===== src/rtl/exec_wb_ctrl.sv =====
// Execute/writeback sequencer around an external combinational ALU with a 16x16 regfile and 5-bit PSR.
// Optional build macro REG_ZERO_EN: r0 is hard-wired to zero (reads 0, writes discarded).
module exec_wb_ctrl #(
  parameter int unsigned NREGS = 16,
  parameter int unsigned IMM_W = 8
) (
  input  logic             clk,
  input  logic             reset,
  input  logic             instr_valid,
  output logic             instr_ready,
  input  logic [7:0]       instr_op,
  input  logic [3:0]       instr_rdest,
  input  logic [3:0]       instr_rsrc,
  input  logic             instr_imm_sel,
  input  logic [IMM_W-1:0] instr_imm,
  output logic [15:0]      alu_a,
  output logic [15:0]      alu_b,
  output logic [7:0]       alu_op,
  input  logic [15:0]      alu_out,
  input  logic [4:0]       alu_flags,
  output logic             done,
  output logic [15:0]      result,
  output logic [4:0]       psr,
  output logic             illegal,
  input  logic [3:0]       dbg_addr,
  output logic [15:0]      dbg_data
);

  localparam logic [1:0] S_IDLE = 2'd0;
  localparam logic [1:0] S_READ = 2'd1;
  localparam logic [1:0] S_EXEC = 2'd2;
  localparam logic [1:0] S_WB   = 2'd3;

  localparam logic [7:0] OP_AND  = 8'h01;
  localparam logic [7:0] OP_OR   = 8'h02;
  localparam logic [7:0] OP_XOR  = 8'h03;
  localparam logic [7:0] OP_ADD  = 8'h05;
  localparam logic [7:0] OP_SUB  = 8'h09;
  localparam logic [7:0] OP_CMP  = 8'h0B;
  localparam logic [7:0] OP_MOV  = 8'h0D;
  localparam logic [7:0] OP_LSH  = 8'h84;
  localparam logic [7:0] OP_ASHU = 8'h86;

  logic [1:0]       r_state;
  logic [7:0]       r_op;
  logic [3:0]       r_rdest;
  logic [3:0]       r_rsrc;
  logic             r_imm_sel;
  logic [IMM_W-1:0] r_imm;
  logic [15:0]      r_opa;
  logic [15:0]      r_opb;
  logic [7:0]       r_alu_op;
  logic [15:0]      r_cap_out;
  logic [4:0]       r_cap_flags;
  logic [15:0]      r_result;
  logic [4:0]       r_psr;
  logic [15:0]      r_regs [NREGS];

  logic [15:0] w_rf_a;
  logic [15:0] w_rf_b;
  logic [15:0] w_sext;
  logic        w_is_alu_wr;
  logic        w_is_mov;
  logic        w_is_cmp;
  logic        w_legal;
  logic        w_rf_we;
  logic [15:0] w_wdata;

  assign w_sext = {{(16-IMM_W){r_imm[IMM_W-1]}}, r_imm};

  always_comb begin
    w_rf_a = r_regs[r_rdest];
    w_rf_b = r_regs[r_rsrc];
`ifdef REG_ZERO_EN
    if (r_rdest == 4'd0) w_rf_a = '0;
    if (r_rsrc == 4'd0)  w_rf_b = '0;
`endif
  end

  always_comb begin
    w_is_alu_wr = 1'b0;
    w_is_mov    = 1'b0;
    w_is_cmp    = 1'b0;
    case (r_op)
      OP_ADD, OP_SUB, OP_OR, OP_AND, OP_XOR, OP_LSH, OP_ASHU: w_is_alu_wr = 1'b1;
      OP_MOV: w_is_mov = 1'b1;
      OP_CMP: w_is_cmp = 1'b1;
      default: ;
    endcase
    w_legal = w_is_alu_wr | w_is_mov | w_is_cmp;
  end

  // MOV bypasses the ALU and writes the selected B operand directly
  always_comb begin
    w_wdata = w_is_mov ? r_opb : r_cap_out;
    w_rf_we = (r_state == S_WB) && (w_is_alu_wr || w_is_mov);
`ifdef REG_ZERO_EN
    if (r_rdest == 4'd0) w_rf_we = 1'b0;
`endif
  end

  always_ff @(posedge clk) begin
    if (reset) begin
      r_state     <= S_IDLE;
      r_op        <= '0;
      r_rdest     <= '0;
      r_rsrc      <= '0;
      r_imm_sel   <= 1'b0;
      r_imm       <= '0;
      r_opa       <= '0;
      r_opb       <= '0;
      r_alu_op    <= '0;
      r_cap_out   <= '0;
      r_cap_flags <= '0;
      r_result    <= '0;
      r_psr       <= '0;
      for (int unsigned i = 0; i < NREGS; i++) r_regs[i] <= '0;
    end else begin
      case (r_state)
        S_IDLE: begin
          if (instr_valid) begin
            r_op      <= instr_op;
            r_rdest   <= instr_rdest;
            r_rsrc    <= instr_rsrc;
            r_imm_sel <= instr_imm_sel;
            r_imm     <= instr_imm;
            r_state   <= S_READ;
          end
        end
        S_READ: begin
          r_opa    <= w_rf_a;
          r_opb    <= r_imm_sel ? w_sext : w_rf_b;
          r_alu_op <= r_op;
          r_state  <= S_EXEC;
        end
        S_EXEC: begin
          r_cap_out   <= alu_out;
          r_cap_flags <= alu_flags;
          if (w_is_mov)
            r_result <= r_opb;
          else if (w_legal)
            r_result <= alu_out;
          else
            r_result <= '0;
          r_state <= S_WB;
        end
        default: begin
          if (w_rf_we) r_regs[r_rdest] <= w_wdata;
          if (w_is_alu_wr || w_is_cmp) r_psr <= r_cap_flags;
          r_state <= S_IDLE;
        end
      endcase
    end
  end

  assign instr_ready = (r_state == S_IDLE);
  assign done        = (r_state == S_WB);
  assign illegal     = (r_state == S_WB) && !w_legal;
  assign alu_a       = r_opa;
  assign alu_b       = r_opb;
  assign alu_op      = r_alu_op;
  assign result      = r_result;
  assign psr         = r_psr;

  always_comb begin
    dbg_data = r_regs[dbg_addr];
`ifdef REG_ZERO_EN
    if (dbg_addr == 4'd0) dbg_data = '0;
`endif
  end

endmodule

===== config.mk =====
export PLATFORM = sky130hd
export DESIGN_NAME = exec_wb_ctrl
export DESIGN_NICKNAME = d
export VERILOG_FILES = /design/src/rtl/exec_wb_ctrl.sv
export SDC_FILE = /design/constraint.sdc
export NUM_CORES = 1
export LEC_CHECK = 0
export ABC_AREA = 1
export BUFFER_PORTS_ARGS = -buffer_cell sky130_fd_sc_hd__buf_2
export CAP_MARGIN = 20
export CORE_AREA = 3 3 231 233
export DETAILED_ROUTE_END_ITERATION = 10
export DIE_AREA = 0 0 234 236
export PLACE_DENSITY = 0.69
export SLEW_MARGIN = 20
export SYNTH_ARGS = -nofsm -noshare
export SYNTH_HDL_FRONTEND = slang
export SYNTH_SLANG_ARGS = --single-unit

===== constraint.sdc =====
create_clock -name clk -period 2.3 [get_ports clk]
set_input_delay 0.23 -clock clk [delete_from_list [all_inputs] [get_ports clk]]
set_output_delay 0.23 -clock clk [all_outputs]
set_load 0.01 [all_outputs]

==> results.txt <==
pwr dens - 1040 nW/um^2
Die H - 236 um
worst-path maximum fanout - 2
DR vias/cell - 6.00
EDFF count, synth - 256
largest net degree at the start of global routing - 111
H-tree depth - 2
initial antenna violation count - 0
main combinational cell family by area after synthesis - simple AND/OR/NAND/NOR gates
CP endpoint kind - output pin
Seq/Total Area, Yosys - 48.6%
fin. max-slew vios - 0
dpl hpwl - 49.2 mm
fin crit share - 94.7%
CORE AREA - 51400 sq um
DR WL/cell - 23.0 um
Starting Density - 39.8%
Mapped Nets - 2589
clock tree sinks - 369
Post-Syn Area per Cell - 8.09 sq um
Synth Area in XOR/XNOR - 0%
Synth Instances - 2531
fmax - 459 MHz
Hold Vio Cnt, Final - 0
GRT Overall Usage - 27.2%
critical path class - reg2out
max_cap viols - 0
Synth Area in Simple Gates - 22.7%
Area growth syn-to-layout - 18.1%
Filler cells - 4825
Core Rows - 83
total global routing overflow - 0
sum of negative setup slack - 0 ns
Synth Cell Area - 20500 sq um
Primary FF master, synth - edfxtp_1
num ports - 133
DRT iter0 DRCs - 3058
share of cells above drive strength 1 - 14.8%
CTS Buf Count - 42
peak supply drop - 0.000691 V
Final GP Congestion - 0.922
RSZ-0062 raised after global routing - no
flip-flop and latch count after synthesis - 369
fin crit period - 2.18 ns
ant diodes - 0
Min-Delay Path Class - in2reg
Max Root-Sink Buffers - 3
Synth warnings - 0
asr flop ratio synth - 0%
die width - 234 um
drt first pass iters - 6
Required @ worst endpoint - 2.07 ns
first-pass GRT wire length - 114 mm
Critical Path AT - 1.95 ns
post-synthesis compound-gate area fraction - 19.0%
Distinct cells, synth - 33
mux contribution to synthesized area - 1.37%
CTS clk-pin slew, worst paths - 0.06 ns
antenna viol nets, final - 0
Startpoint Class - flop
DRC - 0
final setup violation count - 0
CTS tree - done
vias in the first global route - 19000
latest clock arrival within the worst-skew pair - 0.58 ns
adder-cell area share of the yosys netlist - 0.306%
status - complete, no violations
total power - 25000 uW
number of port buffers - 132
Clock Tree Root - clkbuf_16
Final Hold Slack - 0.0170 ns
relative slew slack - 43.5%
Setup Skew - 0.0245 ns
DR vias - 20200
worst slew pin tran - 0.848 ns
Die ar. - 55200 sq um
final net count - 2715
routed wire length - 77.7 mm
P_leak - 0.00952 uW
-- cells in the mapped netlist (3+ instances only) --
cell type | count | area [sq um]
mux2i_1 | 28 | 280
clkbuf_1 | 114 | 428
o221ai_1 | 12 | 105
edfxtp_1 | 256 | 7690
nor2_2 | 45 | 282
dfxtp_1 | 113 | 2260
nor2_1 | 356 | 1340
buf_6 | 10 | 113
inv_2 | 8 | 30.0
o22ai_1 | 3 | 18.8
a22oi_1 | 128 | 961
nand4_1 | 3 | 18.8
buf_1 | 17 | 63.8
clkinv_1 | 6 | 22.5
a21oi_1 | 185 | 926
o211ai_1 | 81 | 608
nand4_4 | 10 | 213
ha_1 | 5 | 62.6
inv_1 | 158 | 593
nand4_2 | 7 | 87.6
buf_4 | 10 | 75.1
o21ai_0 | 249 | 1250
nand3_1 | 165 | 826
buf_2 | 58 | 290
o21ai_1 | 3 | 15.0
nand2_1 | 494 | 1850
-- sequential cells by signal, indices dropped and copies added (netlist names), 8 cells and up, named ones only --
name	cells
r_imm	8
r_cap_out	16
alu_op	8
r_regs	256
alu_b	16
result	16
alu_a	16
r_op	8
-- critical path: stages, from the launching register on --
cell and delay (ns):
edfxtp_1 0.42, inv_1 0.10, a21oi_1 0.06, o21ai_0 0.12, nand2_1 0.08, o22ai_1 0.18, o21ai_2 0.11, buf_4 0.16
buf_2 0.14
-- report_power, final --
part | leakage (uW) | switching (uW) | total [uW] | internal (uW)
clock network | 0.000681 | 2800 | 6880 | 4090
logic | 0.00527 | 6710 | 9610 | 2900
registers | 0.00357 | 584 | 8550 | 7960
total | 0.00952 | 10100 | 25000 | 15000
-- routing by layer --
layer  wire (um)  share of wire, %  vias to the layer above  track usage (%)
met5           0                 0                        -                0
met3        9000                12                      309             6.26
met2       35800                46                     1444             43.2
met1       28400                37                     9518             34.6
met4        4440               5.7                        0             13.8
li1            -                 -                     8941                -
-- layout by cell type, fill, tap and decap left out, types with 28 or more instances in the layout --
| cell type | count |
|---|---|
| mux2i_1 | 28 |
| edfxtp_1 | 256 |
| buf_12 | 33 |
| buf_2 | 130 |
| buf_4 | 87 |
| nand2_1 | 491 |
| a22oi_1 | 128 |
| o21ai_0 | 246 |
| dlygate4sd3_1 | 41 |
| a21oi_1 | 185 |
| nand3_1 | 165 |
| dfxtp_1 | 111 |
| o211ai_1 | 81 |
| clkbuf_16 | 46 |
| nor2_2 | 48 |
| nor2_1 | 350 |
| inv_1 | 156 |
-- cell type report --
| type | count | area, sq um | area share, % |
|---|---|---|---|
| repair buffers | 292 | 2390 | 9.87 |
| multi-input cells | 1780 | 8930 | 37.0 |
| clock inverters | 17 | 171 | 0.709 |
| inverters | 172 | 646 | 2.67 |
| flip-flops and latches | 369 | 9950 | 41.2 |
| clock buffers | 61 | 1240 | 5.12 |
| well taps | 680 | 851 | 3.52 |
-- through the flow --
step                      area, sq um  worst slack [ns]  cells  utilization (%)
after floorplan                 20500            0.0200   2531                -
after global placement          22300             0.205   3251             43.4
after detailed placement        22300             0.169   3251             43.4
after CTS                       24200            0.0374   3371             47.0
after global routing            24200         0.0000802   3371             47.0
final                           24200             0.121   3371             47.0
-- cells by family after synthesis --
| logic type | count (synthesis) |
|---|---|
| mux | 28 |
| flops | 369 |
| buf+inv | 382 |
| simple gates | 1084 |
| fa+ha+maj | 5 |
| compound gates | 663 |
-- final timing paths --
path                                       end      startpoint  slack [ns]  depth (start not counted)
worst max-delay path              dbg_data[11]   r_regs[5][11]        0.12                          8
worst min-delay path                      flop   instr_rsrc[2]        0.02                          3
worst min register to register  r_cap_flags[1]  r_cap_flags[1]        0.46                          2
worst max register to register    r_regs[7][8]         r_op[2]        0.14                          9
-- repair_timing --
| item | 4_1_cts | 5_1_grt |
|---|---|---|
| setup endpoints to repair | 2 | 20 |
| hold buffers | 41 | 0 |
| gates resized for setup | 1 | 5 |
| pin swaps | 1 | 0 |
| endpoints found under the hold margin | 57 | 0 |
| setup buffers | 1 | 0 |
(Power assumes the default switching activity.)
